`src/rtl/tdm_demux4_pkg.sv`:
```
// Shared definitions for the 4-slot TDM receive path.
// Slot codes follow the transmitter's {s1,s0} select encoding.
package tdm_pkg;

    localparam int NUM_SLOTS = 4;

    typedef logic [1:0] slot_t;

    localparam slot_t SLOT0 = 2'd0;
    localparam slot_t SLOT1 = 2'd1;
    localparam slot_t SLOT2 = 2'd2;
    localparam slot_t SLOT3 = slot_t'(NUM_SLOTS - 1);

    typedef enum logic {
        HUNT   = 1'b0,
        LOCKED = 1'b1
    } state_e;

endpackage

```
`src/rtl/tdm_demux4_if.sv`:
```
// Lane-side inputs and parallel channel outputs of the TDM demultiplexer.
interface tdm_demux4_if #(
    parameter int WIDTH = 1
);
    logic [WIDTH-1:0] din;
    logic             din_valid;
    logic             frame_sync;
    logic [WIDTH-1:0] ch0;
    logic [WIDTH-1:0] ch1;
    logic [WIDTH-1:0] ch2;
    logic [WIDTH-1:0] ch3;
    logic             frame_valid;
    logic             locked;
    logic             sync_err;

    modport master (
        output din, din_valid, frame_sync,
        input  ch0, ch1, ch2, ch3, frame_valid, locked, sync_err
    );

    modport slave (
        input  din, din_valid, frame_sync,
        output ch0, ch1, ch2, ch3, frame_valid, locked, sync_err
    );
endinterface

```
`src/rtl/tdm_demux4_gap_timer.sv`:
```
// Mid-frame idle watchdog: counts enabled cycles and fires once MAX_GAP is reached.
// MAX_GAP = 0 disables the timeout entirely.
module tdm_gap_timer #(
    parameter int MAX_GAP = 16
) (
    input  logic clk,
    input  logic rst_n,
    input  logic clear,
    input  logic enable,
    output logic expire
);
    localparam int CW = (MAX_GAP > 1) ? $clog2(MAX_GAP) : 1;
    localparam logic [CW-1:0] LAST = (MAX_GAP > 0) ? CW'(MAX_GAP - 1) : '0;

    logic [CW-1:0] cnt_q;
    logic [CW-1:0] cnt_d;

    // Expiry acts on the edge that closes the MAX_GAP-th idle cycle.
    always_comb begin
        expire = (MAX_GAP > 0) && enable && (cnt_q == LAST);
        cnt_d  = cnt_q;
        if (clear || expire) begin
            cnt_d = '0;
        end else if (enable) begin
            cnt_d = cnt_q + CW'(1);
        end
    end

    always_ff @(posedge clk or negedge rst_n) begin
        if (!rst_n) begin
            cnt_q <= '0;
        end else begin
            cnt_q <= cnt_d;
        end
    end
endmodule

```
`src/rtl/tdm_demux4.sv`:
```
// TDM receive end: locks to the frame marker, collects four slots in shadow
// registers and publishes them together once per complete frame.
module tdm_demux4
    import tdm_pkg::*;
#(
    parameter int WIDTH   = 1,
    parameter int MAX_GAP = 16
) (
    input  logic          clk,
    input  logic          rst_n,
    tdm_demux4_if.slave   bus
);
    state_e state_q;
    state_e state_d;
    slot_t  slot_q;
    slot_t  slot_d;

    logic [NUM_SLOTS-2:0][WIDTH-1:0] shadow_q;
    logic [NUM_SLOTS-2:0][WIDTH-1:0] shadow_d;
    logic [NUM_SLOTS-1:0][WIDTH-1:0] ch_q;
    logic [NUM_SLOTS-1:0][WIDTH-1:0] ch_d;

    logic frame_valid_q;
    logic frame_valid_d;
    logic sync_err_q;
    logic sync_err_d;

    logic beat;
    logic gap_enable;
    logic gap_clear;
    logic gap_expire;

    assign beat = bus.din_valid;

    // Only a partially received frame can time out; any beat restarts the count.
    assign gap_enable = (state_q == LOCKED) && (slot_q != SLOT0) && !beat;
    assign gap_clear  = !gap_enable;

    tdm_gap_timer #(
        .MAX_GAP (MAX_GAP)
    ) u_gap_timer (
        .clk    (clk),
        .rst_n  (rst_n),
        .clear  (gap_clear),
        .enable (gap_enable),
        .expire (gap_expire)
    );

    always_ff @(posedge clk or negedge rst_n) begin
        if (!rst_n) begin
            state_q <= HUNT;
        end else begin
            state_q <= state_d;
        end
    end

    always_comb begin
        state_d = state_q;
        case (state_q)
            HUNT: begin
                if (beat && bus.frame_sync) begin
                    state_d = LOCKED;
                end
            end
            LOCKED: begin
                if (beat) begin
                    if ((slot_q == SLOT0) && !bus.frame_sync) begin
                        state_d = HUNT;
                    end
                end else if (gap_expire) begin
                    state_d = HUNT;
                end
            end
            default: state_d = HUNT;
        endcase
    end

    // An early marker restarts the frame at slot 0 rather than dropping lock.
    always_comb begin
        slot_d        = slot_q;
        shadow_d      = shadow_q;
        ch_d          = ch_q;
        frame_valid_d = 1'b0;
        sync_err_d    = 1'b0;
        if (beat) begin
            if (bus.frame_sync) begin
                if ((state_q == LOCKED) && (slot_q != SLOT0)) begin
                    sync_err_d = 1'b1;
                end
                shadow_d[0] = bus.din;
                slot_d      = SLOT1;
            end else if (state_q == LOCKED) begin
                case (slot_q)
                    SLOT1: begin
                        shadow_d[1] = bus.din;
                        slot_d      = SLOT2;
                    end
                    SLOT2: begin
                        shadow_d[2] = bus.din;
                        slot_d      = SLOT3;
                    end
                    SLOT3: begin
                        ch_d          = {bus.din, shadow_q[2], shadow_q[1], shadow_q[0]};
                        frame_valid_d = 1'b1;
                        slot_d        = SLOT0;
                    end
                    default: begin
                        sync_err_d = 1'b1;
                    end
                endcase
            end
        end else if (gap_expire) begin
            sync_err_d = 1'b1;
            slot_d     = SLOT0;
        end
    end

    always_ff @(posedge clk or negedge rst_n) begin
        if (!rst_n) begin
            slot_q        <= SLOT0;
            shadow_q      <= '0;
            ch_q          <= '0;
            frame_valid_q <= 1'b0;
            sync_err_q    <= 1'b0;
        end else begin
            slot_q        <= slot_d;
            shadow_q      <= shadow_d;
            ch_q          <= ch_d;
            frame_valid_q <= frame_valid_d;
            sync_err_q    <= sync_err_d;
        end
    end

    assign bus.ch0         = ch_q[0];
    assign bus.ch1         = ch_q[1];
    assign bus.ch2         = ch_q[2];
    assign bus.ch3         = ch_q[3];
    assign bus.frame_valid = frame_valid_q;
    assign bus.locked      = (state_q == LOCKED);
    assign bus.sync_err    = sync_err_q;
endmodule

```
`src/flat_wrapper.sv`:
```
// flat-port wrapper written by rule: the top's interface ports become plain ports
module tdm_demux4_flat import tdm_pkg::*;
#(
    parameter int WIDTH   = 1,
    parameter int MAX_GAP = 16
)
  (clk, rst_n, bus_din, bus_din_valid, bus_frame_sync, bus_ch0, bus_ch1, bus_ch2, bus_ch3, bus_frame_valid, bus_locked, bus_sync_err);
  tdm_demux4_if #(.WIDTH(WIDTH)) bus_i ();
  input  logic clk;
  input  logic rst_n;
  input wire logic [$bits(bus_i.din)-1:0] bus_din;
  input wire logic [$bits(bus_i.din_valid)-1:0] bus_din_valid;
  input wire logic [$bits(bus_i.frame_sync)-1:0] bus_frame_sync;
  output wire logic [$bits(bus_i.ch0)-1:0] bus_ch0;
  output wire logic [$bits(bus_i.ch1)-1:0] bus_ch1;
  output wire logic [$bits(bus_i.ch2)-1:0] bus_ch2;
  output wire logic [$bits(bus_i.ch3)-1:0] bus_ch3;
  output wire logic [$bits(bus_i.frame_valid)-1:0] bus_frame_valid;
  output wire logic [$bits(bus_i.locked)-1:0] bus_locked;
  output wire logic [$bits(bus_i.sync_err)-1:0] bus_sync_err;
  assign bus_i.din = bus_din;
  assign bus_i.din_valid = bus_din_valid;
  assign bus_i.frame_sync = bus_frame_sync;
  assign bus_ch0 = bus_i.ch0;
  assign bus_ch1 = bus_i.ch1;
  assign bus_ch2 = bus_i.ch2;
  assign bus_ch3 = bus_i.ch3;
  assign bus_frame_valid = bus_i.frame_valid;
  assign bus_locked = bus_i.locked;
  assign bus_sync_err = bus_i.sync_err;
  tdm_demux4 #(.WIDTH(WIDTH), .MAX_GAP(MAX_GAP)) u_core (.clk(clk), .rst_n(rst_n), .bus(bus_i));
endmodule
```
`config.mk`:
```
export PLATFORM = sky130hd
export DESIGN_NAME = tdm_demux4_flat
export DESIGN_NICKNAME = d
export VERILOG_FILES = /design/src/rtl/tdm_demux4_pkg.sv /design/src/rtl/tdm_demux4_if.sv /design/src/rtl/tdm_demux4_gap_timer.sv /design/src/rtl/tdm_demux4.sv /design/src/flat_wrapper.sv
export SDC_FILE = /design/constraint.sdc
export NUM_CORES = 1
export LEC_CHECK = 0
export CORE_MARGIN = 5
export CORE_UTILIZATION = 46
export CTS_BUF_LIST = sky130_fd_sc_hd__clkbuf_8
export CTS_CLUSTER_DIAMETER = 60
export DETAILED_ROUTE_END_ITERATION = 10
export PLACE_DENSITY = 0.76
export SETUP_SLACK_MARGIN = 0.02
export SYNTH_ARGS = -nofsm -noshare
export SYNTH_HDL_FRONTEND = slang
export SYNTH_SLANG_ARGS = --single-unit
export TNS_END_PERCENT = 50
```
`constraint.sdc`:
```
create_clock -name clk -period 1.5 [get_ports clk]
set_input_delay 0.3 -clock clk [delete_from_list [all_inputs] [get_ports clk]]
set_output_delay 0.3 -clock clk [all_outputs]
set_load 0.01 [all_outputs]
```
==> out/qor.yml, run 1 <==
critical_path:
  r2r_end: "u_core.bus.sync_err"
  path_max_fanout: 4
  crit_start: "bus_frame_sync"
  cp_data_required_time_ps: 1620
  arrival_ps: 1570
  crit_type: "input pin to flip-flop"
  reg2reg_from: "u_core.u_gap_timer.cnt_q[0]"
  r2r_setup_slack_ps: 220
  end_kind: "flip-flop"
  reg2regPathDepth: 4
  endpoint: "u_core.bus.sync_err"
  critPathLaunchType: "input pin"
detailed_routing:
  first_pass_iters: 4
  wl_um: 1160
  drt-initial-drc-count: 4
  detail-route-antenna-nets: 0
  vias: 486
  post_drt_via_cell_ratio: 5.34
  drc: 0
  post_drt_wl_per_cell_um: 12.8
final_layout:
  fin_util_pct: 60.7
  antenna_cells: 0
  nets: 83
  syn_to_final_growth_pct: 27.3
  layout.cells.non_filler: 91
  drive_above_1_share_pct: 25.3
  fillers: 118
logic_synthesis:
  synth-compound-area-share_pct: 6.70
  synthArstFlopShare_pct: 100
  synth_fa_ha_area_share_pct: 1.76
  synth-xor-area-share_pct: 2.47
  synth_top_area_share_pct: 56.4
  synth_warnings: 0
  ys_seq_area_share_pct: 56.4
  synth_top_family_by_area: "simple AND/OR/NAND/NOR gates"
  ys_ff_latch: 16
  synthFlopType: "dfrtp_1"
  synth.cell_area_um2: 709
  muxShareOfSynthArea_pct: 11.1
  avgSynthCellArea_um2: 12.0
  synthDistinctLibCells: 24
  synth_area_leaders: "dfrtp_1 (56%), mux2_2 (11%), nand3_1 (3.5%), nand4_4 (3.0%), nor2_1 (2.6%)"
  syn_inst: 59
  synth_edf_count: 0
  synth.largest_area_cell: "dfrtp_1"
  synth-simple-area-share_pct: 18.5
  synth_fp_nets: 65
timing:
  drv_slew: 0
  finalSetupTns_ps: 0
  hold_violations: 0
  skew_ps: 1.87
  fmax_mhz: 692
  setup_viol: 0
  tightest_slew_ps: 290
  fin_crit_ps: 1440
  maxSlewHeadroom_pct: 80.7
  rsz0062_at_grt: "false"
  post-route-period-util_pct: 96.3
power_and_ir_drop:
  p_total_mw: 1.39
  clockPowerShare_pct: 21.4
  comb_power_share_pct: 31.4
  pwr-share-seq_pct: 47.3
  p_int_mw: 0.990
  netSwitchingFraction_pct: 29.0
  vdd_drop_max_uv: 1130
  power.leakage_nw: 0.437
  powerDensity_nw_per_um2: 1540
  switchingPower_mw: 0.404
grt:
  grt_pass1_vias: 483
  grt.met1_usage_pct: 15.3
  grt_pass1_wl_um: 2140
  gr-total-overflow: 0
  busiest_layer: "met2"
  use_met3_pct: 4.59
  grt_max_degree: 17
  grtUsageMet2_pct: 16.7
  antenna_found_initial: 0
  grt_usage_pct: 11.3
cts:
  clk_path_buf_depth: 2
  cts_made_buffers: 3
  cts_tree: "done"
  cts_setup_buffers: 0
  cts_root_buf: "clkbuf_8"
  cts_max_level: 1
  worstSkewPairLatency_ps: 240
  cts_sinks: 16
  cts.clk_slew.worst_paths_ps: 50
place:
  gp_congestion: 0.821
  dp_hpwl_um: 890
  port_buffers: 11
  placedCellCount: 88
floorplan:
  die_area_um2: 2430
  start_util_pct: 47.6
  io_pins: 12
  die_w_um: 49.3
  fp.coreArea_um2: 1490
  num_rows: 14
  die_h_um: 49.3
run:
  maxCapViolCount: 0
outcome:
  outcome: "completed"
min_path:
  hold_path.class: "input pin to asynchronous set/reset pin"
worst min path at each step:
stage / startpoint / slack [ps] / cells past startpoint / to
final: rst_n / 370 / 2 / u_core.u_gap_timer.cnt_q[2]
after CTS: rst_n / 380 / 2 / u_core.bus.locked
after global routing: rst_n / 400 / 2 / u_core.bus.locked
after floorplan: rst_n / 4 / 0 / u_core.bus.ch0
after detailed placement: u_core.u_gap_timer.cnt_q[0] / 460 / 1 / u_core.u_gap_timer.cnt_q[0]
after global placement: u_core.u_gap_timer.cnt_q[0] / 450 / 1 / u_core.u_gap_timer.cnt_q[0]
cell usage in the layout, fill, tap and decap left out, types with 2 or more instances in the layout:
cell type / count
inv_1: 3
nor2_1: 5
clkbuf_8: 3
mux2_2: 7
nand2_1: 3
dfrtp_1: 16
clkdlybuf4s50_1: 10
nand3_1: 5
buf_4: 4
xor2_1: 2
nor3_1: 2
cells by family (layout without fill, tap and decap cells):
family | Yosys count | in the layout
AO/OA/AOI/OAI | 6 | 6
XOR/XNOR | 2 | 2
adder cells (fa/ha/maj) | 1 | 1
buffers and inverters | 5 | 21
flip-flops | 16 | 16
multiplexers | 7 | 7
AND/OR/NAND/NOR | 22 | 22
area by class of cell:
cell class	count	area, µm²	area share [%]
flip-flops and latches	16	400	44.3
multi-input cells	38	288	31.9
repair buffers	15	143	15.8
clock buffers	3	41.3	4.57
well taps	16	20.0	2.22
inverters	3	11.3	1.25
synth_stat cells, drive strengths merged (2+ instances only):
cell   instances
mux2           7
nor3           2
nand2          3
nand3          5
inv            3
dfrtp         16
nor2           5
xor2           2
power groups by stage:
stage               clock network (mW)  logic, mW  registers, mW
global placement                     0      0.438          0.660
global route                     0.334      0.480          0.681
detailed placement                   0      0.445          0.666
finish                           0.298      0.437          0.659
CTS                              0.315      0.447          0.659
floorplan                            0      0.246          0.660
per-stage QoR:
step	setup WS, ps	area [µm²]	hold slack [ps]
floorplan	291	709	4.41
global placement	-150	860	445
detailed placement	-189	860	460
CTS	64.3	901	379
global route	27.0	903	403
finish	55.3	903	374
state kept, by name, indices dropped and copies added (netlist names):
signal / cells
u_core.u_gap_timer.cnt_q: 4
u_core.shadow_q: 3
u_core.slot_q: 2
u_core.bus.ch0: 1
u_core.bus.ch1: 1
u_core.bus.ch2: 1
u_core.bus.ch3: 1
u_core.bus.frame_valid: 1
u_core.bus.locked: 1
u_core.bus.sync_err: 1
critical path, stage by stage:
cell and delay [ps]:
clkdlybuf4s50_1 480, and2b_2 260, and2_2 200, o31a_2 320
routing by layer:
metal  up-vias  part of all wire (%)
met5         -                     0
met4         0                  0.95
met3         2                   4.8
met2         9                    48
met1       236                    46
li1        239                     -
repair_timing:
action | CTS | global route
hold endpoints to repair | 0 | 0
resized for setup | 0 | 1
hold buffers | 0 | 0
endpoints found under the setup margin | 0 | 1
Note: power is estimated with default switching activity, not from simulation.
==> run 2, diff against run 1 <==
TNS_END_PERCENT = 10   (was 50)
==> results of run 2 <==
Final layout, timing and power as in run 1 (identical DEF).
==> run 3, diff against run 2 <==
CAP_MARGIN = 20   (was not set)
==> results of run 3 <==
Final layout, timing and power as in run 1 (identical DEF).
